==> src/rtl/ex_muldiv_unit.sv <==
// ============================================================================
// Module   : ex_muldiv_unit
// Brief    : Iterative RV32M multiply/divide unit for the EX stage.
//            Optional macro MULDIV_FAST_MUL_EN selects a single-cycle multiplier.
// Revision : 1.0 - initial release
// ============================================================================
`default_nettype none

module ex_muldiv_unit #(
  parameter int WIDTH = 32
) (
  input  logic             clk_i,
  input  logic             rst_i,
  input  logic             valid_i,
  input  logic [9:0]       func_i,
  input  logic [WIDTH-1:0] RS1data_i,
  input  logic [WIDTH-1:0] RS2data_i,
  input  logic [4:0]       RDaddr_i,
  input  logic             flush_i,
  output logic             stall_o,
  output logic             busy_o,
  output logic             done_o,
  output logic [WIDTH-1:0] result_o,
  output logic [4:0]       RDaddr_o
);

  localparam int         CW       = $clog2(WIDTH) + 1;
  localparam logic [1:0] IDLE     = 2'd0;
  localparam logic [1:0] CALC     = 2'd1;
  localparam logic [1:0] DONE     = 2'd2;
  localparam logic [6:0] M_FUNCT7 = 7'b0000001;
  localparam logic [WIDTH-1:0] MIN_INT = {1'b1, {(WIDTH-1){1'b0}}};

  logic [1:0]         r_state;
  logic [CW-1:0]      r_count;
  logic [2*WIDTH-1:0] r_acc;
  logic [WIDTH-1:0]   r_opnd;
  logic [2:0]         r_f3;
  logic               r_neg;
  logic [4:0]         r_rd;

  logic [2:0]         w_f3;
  logic               w_start, w_is_div, w_sa, w_sb, w_neg_start, w_div0, w_ovf;
  logic [WIDTH-1:0]   w_mag_a, w_mag_b, w_special_res;
  logic [WIDTH:0]     w_mul_sum, w_rem_sh, w_diff;
  logic [2*WIDTH-1:0] w_acc_next, w_prod_s;
  logic [WIDTH-1:0]   w_q, w_r, w_calc_res;
  logic               w_fast;
  logic [WIDTH-1:0]   w_fast_res;

  assign w_f3     = func_i[2:0];
  assign w_start  = valid_i & ~flush_i & (func_i[9:3] == M_FUNCT7);
  assign w_is_div = w_f3[2];

  // A is signed for MULH/MULHSU/DIV/REM; B only for MULH/DIV/REM
  assign w_sa = RS1data_i[WIDTH-1] &
                ((w_f3 == 3'b001) | (w_f3 == 3'b010) | (w_f3 == 3'b100) | (w_f3 == 3'b110));
  assign w_sb = RS2data_i[WIDTH-1] &
                ((w_f3 == 3'b001) | (w_f3 == 3'b100) | (w_f3 == 3'b110));
  assign w_mag_a     = w_sa ? -RS1data_i : RS1data_i;
  assign w_mag_b     = w_sb ? -RS2data_i : RS2data_i;
  assign w_neg_start = (w_is_div & w_f3[1]) ? w_sa : (w_sa ^ w_sb);

  assign w_div0 = w_is_div & (RS2data_i == '0);
  assign w_ovf  = w_is_div & ~w_f3[0] & (RS1data_i == MIN_INT) & (RS2data_i == '1);
  assign w_special_res = w_div0 ? (w_f3[1] ? RS1data_i : '1)
                                : (w_f3[1] ? '0 : MIN_INT);

`ifdef MULDIV_FAST_MUL_EN
  logic signed [2*WIDTH-1:0] w_fa, w_fb, w_fprod;
  assign w_fa    = {{WIDTH{w_sa}}, RS1data_i};
  assign w_fb    = {{WIDTH{w_sb}}, RS2data_i};
  assign w_fprod = w_fa * w_fb;
  assign w_fast     = ~w_is_div;
  assign w_fast_res = (w_f3 == 3'b000) ? w_fprod[WIDTH-1:0] : w_fprod[2*WIDTH-1:WIDTH];
`else
  assign w_fast     = 1'b0;
  assign w_fast_res = '0;
`endif

  // Multiply: r_acc = {partial high, remaining multiplier}; divide: {remainder, quotient}
  assign w_mul_sum = {1'b0, r_acc[2*WIDTH-1:WIDTH]} + {1'b0, (r_acc[0] ? r_opnd : '0)};
  assign w_rem_sh  = r_acc[2*WIDTH-1:WIDTH-1];
  assign w_diff    = w_rem_sh - {1'b0, r_opnd};

  always_comb begin
    w_acc_next = {w_mul_sum, r_acc[WIDTH-1:1]};
    if (r_f3[2]) begin
      if (w_diff[WIDTH])
        w_acc_next = {w_rem_sh[WIDTH-1:0], r_acc[WIDTH-2:0], 1'b0};
      else
        w_acc_next = {w_diff[WIDTH-1:0], r_acc[WIDTH-2:0], 1'b1};
    end
  end

  assign w_prod_s = r_neg ? -w_acc_next : w_acc_next;
  assign w_q      = w_acc_next[WIDTH-1:0];
  assign w_r      = w_acc_next[2*WIDTH-1:WIDTH];

  always_comb begin
    w_calc_res = w_prod_s[WIDTH-1:0];
    case (r_f3)
      3'b001, 3'b010, 3'b011: w_calc_res = w_prod_s[2*WIDTH-1:WIDTH];
      3'b100, 3'b101:         w_calc_res = r_neg ? -w_q : w_q;
      3'b110, 3'b111:         w_calc_res = r_neg ? -w_r : w_r;
      default:                w_calc_res = w_prod_s[WIDTH-1:0];
    endcase
  end

  always_ff @(posedge clk_i or negedge rst_i) begin
    if (!rst_i) begin
      r_state  <= IDLE;
      r_count  <= '0;
      r_acc    <= '0;
      r_opnd   <= '0;
      r_f3     <= '0;
      r_neg    <= 1'b0;
      r_rd     <= '0;
      result_o <= '0;
      RDaddr_o <= '0;
    end else begin
      case (r_state)
        IDLE: begin
          if (w_start) begin
            r_f3  <= w_f3;
            r_rd  <= RDaddr_i;
            r_neg <= w_neg_start;
            if (w_div0 | w_ovf) begin
              r_state  <= DONE;
              result_o <= w_special_res;
              RDaddr_o <= RDaddr_i;
            end else if (w_fast) begin
              r_state  <= DONE;
              result_o <= w_fast_res;
              RDaddr_o <= RDaddr_i;
            end else begin
              r_state <= CALC;
              r_count <= CW'(WIDTH);
              r_acc   <= {{WIDTH{1'b0}}, (w_is_div ? w_mag_a : w_mag_b)};
              r_opnd  <= w_is_div ? w_mag_b : w_mag_a;
            end
          end
        end
        CALC: begin
          if (flush_i) begin
            r_state <= IDLE;
            r_count <= '0;
          end else begin
            r_acc   <= w_acc_next;
            r_count <= r_count - CW'(1);
            if (r_count == CW'(1)) begin
              r_state  <= DONE;
              result_o <= w_calc_res;
              RDaddr_o <= r_rd;
            end
          end
        end
        DONE:    r_state <= IDLE;
        default: r_state <= IDLE;
      endcase
    end
  end

  assign busy_o  = (r_state != IDLE);
  assign done_o  = (r_state == DONE);
  assign stall_o = rst_i & (((r_state == IDLE) & w_start) | (r_state == CALC));

endmodule

`default_nettype wire

==> config.mk <==
export PLATFORM = sky130hd
export DESIGN_NAME = ex_muldiv_unit
export DESIGN_NICKNAME = d
export VERILOG_FILES = /design/src/rtl/ex_muldiv_unit.sv
export SDC_FILE = /design/constraint.sdc
export NUM_CORES = 1
export LEC_CHECK = 0
export CORE_AREA = 5 5 187 189
export DETAILED_ROUTE_END_ITERATION = 6
export DIE_AREA = 0 0 192 194
export HOLD_SLACK_MARGIN = 0.08
export PLACE_DENSITY_LB_ADDON = 0.15
export SLEW_MARGIN = 30
export SYNTH_ARGS = -nofsm -noshare
export SYNTH_HDL_FRONTEND = slang
export SYNTH_SLANG_ARGS = --single-unit
==> constraint.sdc <==
create_clock -name clk_i -period 14.5 [get_ports clk_i]
set_input_delay 2.9 -clock clk_i [delete_from_list [all_inputs] [get_ports clk_i]]
set_output_delay 2.9 -clock clk_i [all_outputs]
set_load 0.05 [all_outputs]
==> results.cfg <==
[cells_and_area]
final_cell_mix = sky130_fd_sc_hd__nand2_1 (276), sky130_fd_sc_hd__o21ai_0 (251), sky130_fd_sc_hd__nor2_1 (213)
drive_above_1_share_pct = 6.41
mostFrequentLayoutCell = sky130_fd_sc_hd__nand2_1
design.final.nets = 2406
area_growth_pct = 13.1
finalInstanceArea_sq_um = 18400
utilization_pct = 55.6

[min_path]
whs_endpoint = r_acc[1]
hold_path_depth = 2
hold_path_class = register to register
hp-start = r_acc[1]

[placement]
port-buffer-count = 122
detailed_place_hpwl_um = 51800
place.gp.congestion = 1.06
placedInstanceArea_sq_um = 17800
pre_cts_ws_ns = 6.58

[synth]
synthesis.nets = 2364
ys_async_sr_fraction_pct = 100
ys.flop_type = sky130_fd_sc_hd__dfrtp_1
post_synth_xor_area_fraction_pct = 8.50
synth_top_family_by_area = compound AO/OA/AOI/OAI gates
synth-seq-area-share_pct = 23.0
post_synth_top_area_share_pct = 23.0
yosys_register_bits = 150
post-synth-top-area-cell = sky130_fd_sc_hd__dfrtp_1
synth-compound-area-share_pct = 30.6
syn_avg_cell_area_sq_um = 7.37
post_synth_and_or_nand_nor_area_fraction_pct = 22.7
syn-cell-area_sq_um = 16300
synth_mux_area_share_pct = 4.79
ys_types = 96
yosys-top-cells-area = sky130_fd_sc_hd__dfrtp_1 (23%), sky130_fd_sc_hd__o21ai_0 (7.7%), sky130_fd_sc_hd__nand2_1 (6.4%), sky130_fd_sc_hd__a21oi_1 (5.8%), sky130_fd_sc_hd__ha_1 (5.4%)
ys.warnings.count = 0
instance_count_of_the_mapped_netlist = 2209
synth_adder_area_share_pct = 5.62
synth-edff-count = 0

[clock_network]
post_cts.resized_instances = 0
clkTransAtPathRegs_ns = 0.06
clkLatencyLatePin_ns = 0.45
cts_inserted_buffers = 17
postCtsSetupBuffers = 0
cts_hold_repair.buffers = 0
clock_net_sink_count = 150
tritoncts = done
clockBufferDepth = 2
cts_htree_levels = 4
root_buffer_master = sky130_fd_sc_hd__clkbuf_16

[timing]
layout_setup_ws_ns = 6.58
max_clock_freq_mhz = 126
final_hold_viol_count = 0
timing_worst_slew_pin_value_ns = 1.00
final-max-slew-violation-count = 0
tns_ns = 0
timing.final.crit_period_ns = 7.92
grt_setup_unrepaired = no
report.final.setup_viol = 0
timing.final.crit_share_pct = 54.6
fin_skew_ns = 0.0141
fin_hold_ws_ns = 0.497
timing.max_slew.rel_slack_pct = 33.1

[global_route]
antenna_found_initial = 1
globalRouteOverflowTotal = 0
grt_max_degree = 118
grt_pass1_vias = 16800
grt_pass1_wl_um = 101000
track_usage_pct = 35.0

[floorplan]
core_area_sq_um = 33100
die-height_um = 194
start_util_pct = 49.2
io_pins = 123
floorplan.rows = 67
die_area_sq_um = 37200
die_w_um = 192

[power_and_ir_drop]
clkPwrFrac_pct = 32.5
power_switching_share_pct = 39.0
seqPwrFrac_pct = 31.7
netSwitchingPower_mw = 0.575
irDropWorstVdd_mv = 0.0945
leakage_nw = 7.49
power_report.internal_total_mw = 0.900
comb_power_share_pct = 35.8
p_per_area_nw_per_um2 = 80.1

[routing]
wl_per_cell_um = 24.4
drtPass1Iterations = 6
vias = 17700
iter_0_drt_violations = 2106
number_of_drc_violations_after_detailed_routing = 0
detail_route.wirelength_um = 66100
drt-vias-per-instance = 6.51
antenna_left = 0

[worst_setup_path]
reg2reg_depth = 16
worstSetupPathType = input port to primary output
reg2reg_from = r_acc[31]
worst_setup_path_end_kind = primary output
critPathLaunchType = input port
cp_max_fo = 17
cp_data_required_time_ns = 11.60
r2r_setup_slack_ns = 8.28
arrival_ns = 5.02
r2r_endpoint = result_o[18]

[job]
cap_viol_max_count = 0

[run_status]
outcome = finished, final reports clean
[routing by layer]
layer	global-route usage [%]	up-vias	share of wire, %
met5	0	-	0.020
met4	14.9	2	5.0
met3	7.94	175	9.3
met2	54.5	913	45
met1	46.6	8433	41
li1	-	8134	-
[final cells by class]
type | instances | area, sq um
inverter | 75 | 283
sequential | 150 | 3760
multi-input combinational | 1859 | 11800
clock inverter | 10 | 148
antenna | 1 | 2.50
tap | 448 | 561
clock buffer | 20 | 457
timing repair buffer | 148 | 1420
fill | 3247 | 14700
[power by group through the flow]
stage,clock [mW],combinational (mW),sequential [mW]
6_report,0.479,0.527,0.468
5_1_grt,0.498,0.566,0.470
4_1_cts,0.482,0.512,0.466
3_5_place_dp,0,0.510,0.474
3_3_place_gp,0,0.504,0.473
2_1_floorplan,0,0.343,0.462
[flip-flops by register name, summed over array words and instances (netlist names)]
register / count
r_rd: 5
r_count: 6
r_f3: 3
result_o: 32
RDaddr_o: 5
r_state: 2
r_acc: 64
r_neg: 1
r_opnd: 32
[critical path, cell delays in order]
cell	delay [ns]
sky130_fd_sc_hd__clkdlybuf4s50_1	0.40
sky130_fd_sc_hd__nor4_1	0.26
sky130_fd_sc_hd__nand4_1	0.12
sky130_fd_sc_hd__buf_4	0.24
sky130_fd_sc_hd__a21boi_0	0.23
sky130_fd_sc_hd__clkdlybuf4s50_1	0.85
[cells in the mapped netlist (19+ instances only)]
library cell / number
sky130_fd_sc_hd__or3_1: 20
sky130_fd_sc_hd__mux2i_1: 52
sky130_fd_sc_hd__a22o_1: 19
sky130_fd_sc_hd__xnor2_1: 94
sky130_fd_sc_hd__o21ai_0: 251
sky130_fd_sc_hd__and2_1: 41
sky130_fd_sc_hd__nand2_1: 276
sky130_fd_sc_hd__o211ai_1: 28
sky130_fd_sc_hd__a21o_1: 29
sky130_fd_sc_hd__clkbuf_1: 96
sky130_fd_sc_hd__nor3_1: 49
sky130_fd_sc_hd__dfrtp_1: 150
sky130_fd_sc_hd__xor2_1: 64
sky130_fd_sc_hd__a31oi_1: 35
sky130_fd_sc_hd__inv_1: 74
sky130_fd_sc_hd__a21oi_1: 188
sky130_fd_sc_hd__o31ai_1: 29
sky130_fd_sc_hd__nand4_1: 34
sky130_fd_sc_hd__nand3_1: 36
sky130_fd_sc_hd__nor2_1: 213
sky130_fd_sc_hd__mux2_2: 23
sky130_fd_sc_hd__a211oi_1: 19
sky130_fd_sc_hd__ha_1: 70
sky130_fd_sc_hd__nor2b_1: 24
[worst max-delay path by stage]
stage | startpoint | to | slack, ns
detailed placement | func_i[6] | stall_o | 6.58
floorplan | func_i[6] | stall_o | 6.75
global placement | func_i[6] | stall_o | 6.57
CTS | func_i[6] | stall_o | 6.58
global route | flush_i | stall_o | 6.50
finish | func_i[6] | stall_o | 6.58
[logic make-up (layout without fill, tap and decap cells)]
family | after synthesis | count (layout)
DFF | 150 | 150
muxes | 75 | 75
xor gates and xnor gates | 158 | 158
other | 0 | 1
buffers and inverters | 200 | 253
and+or+nand+nor | 791 | 791
adders and majority gates | 72 | 72
AOI/OAI and AO/OA | 763 | 763
[stage by stage]
step                cells  total power, mW
finish               2711             1.47
global route         2710             1.54
CTS                  2710             1.46
detailed placement   2680            0.984
global placement     2680            0.978
floorplan            2209            0.805
No activity file was read; power rests on OpenSTA's default activity.
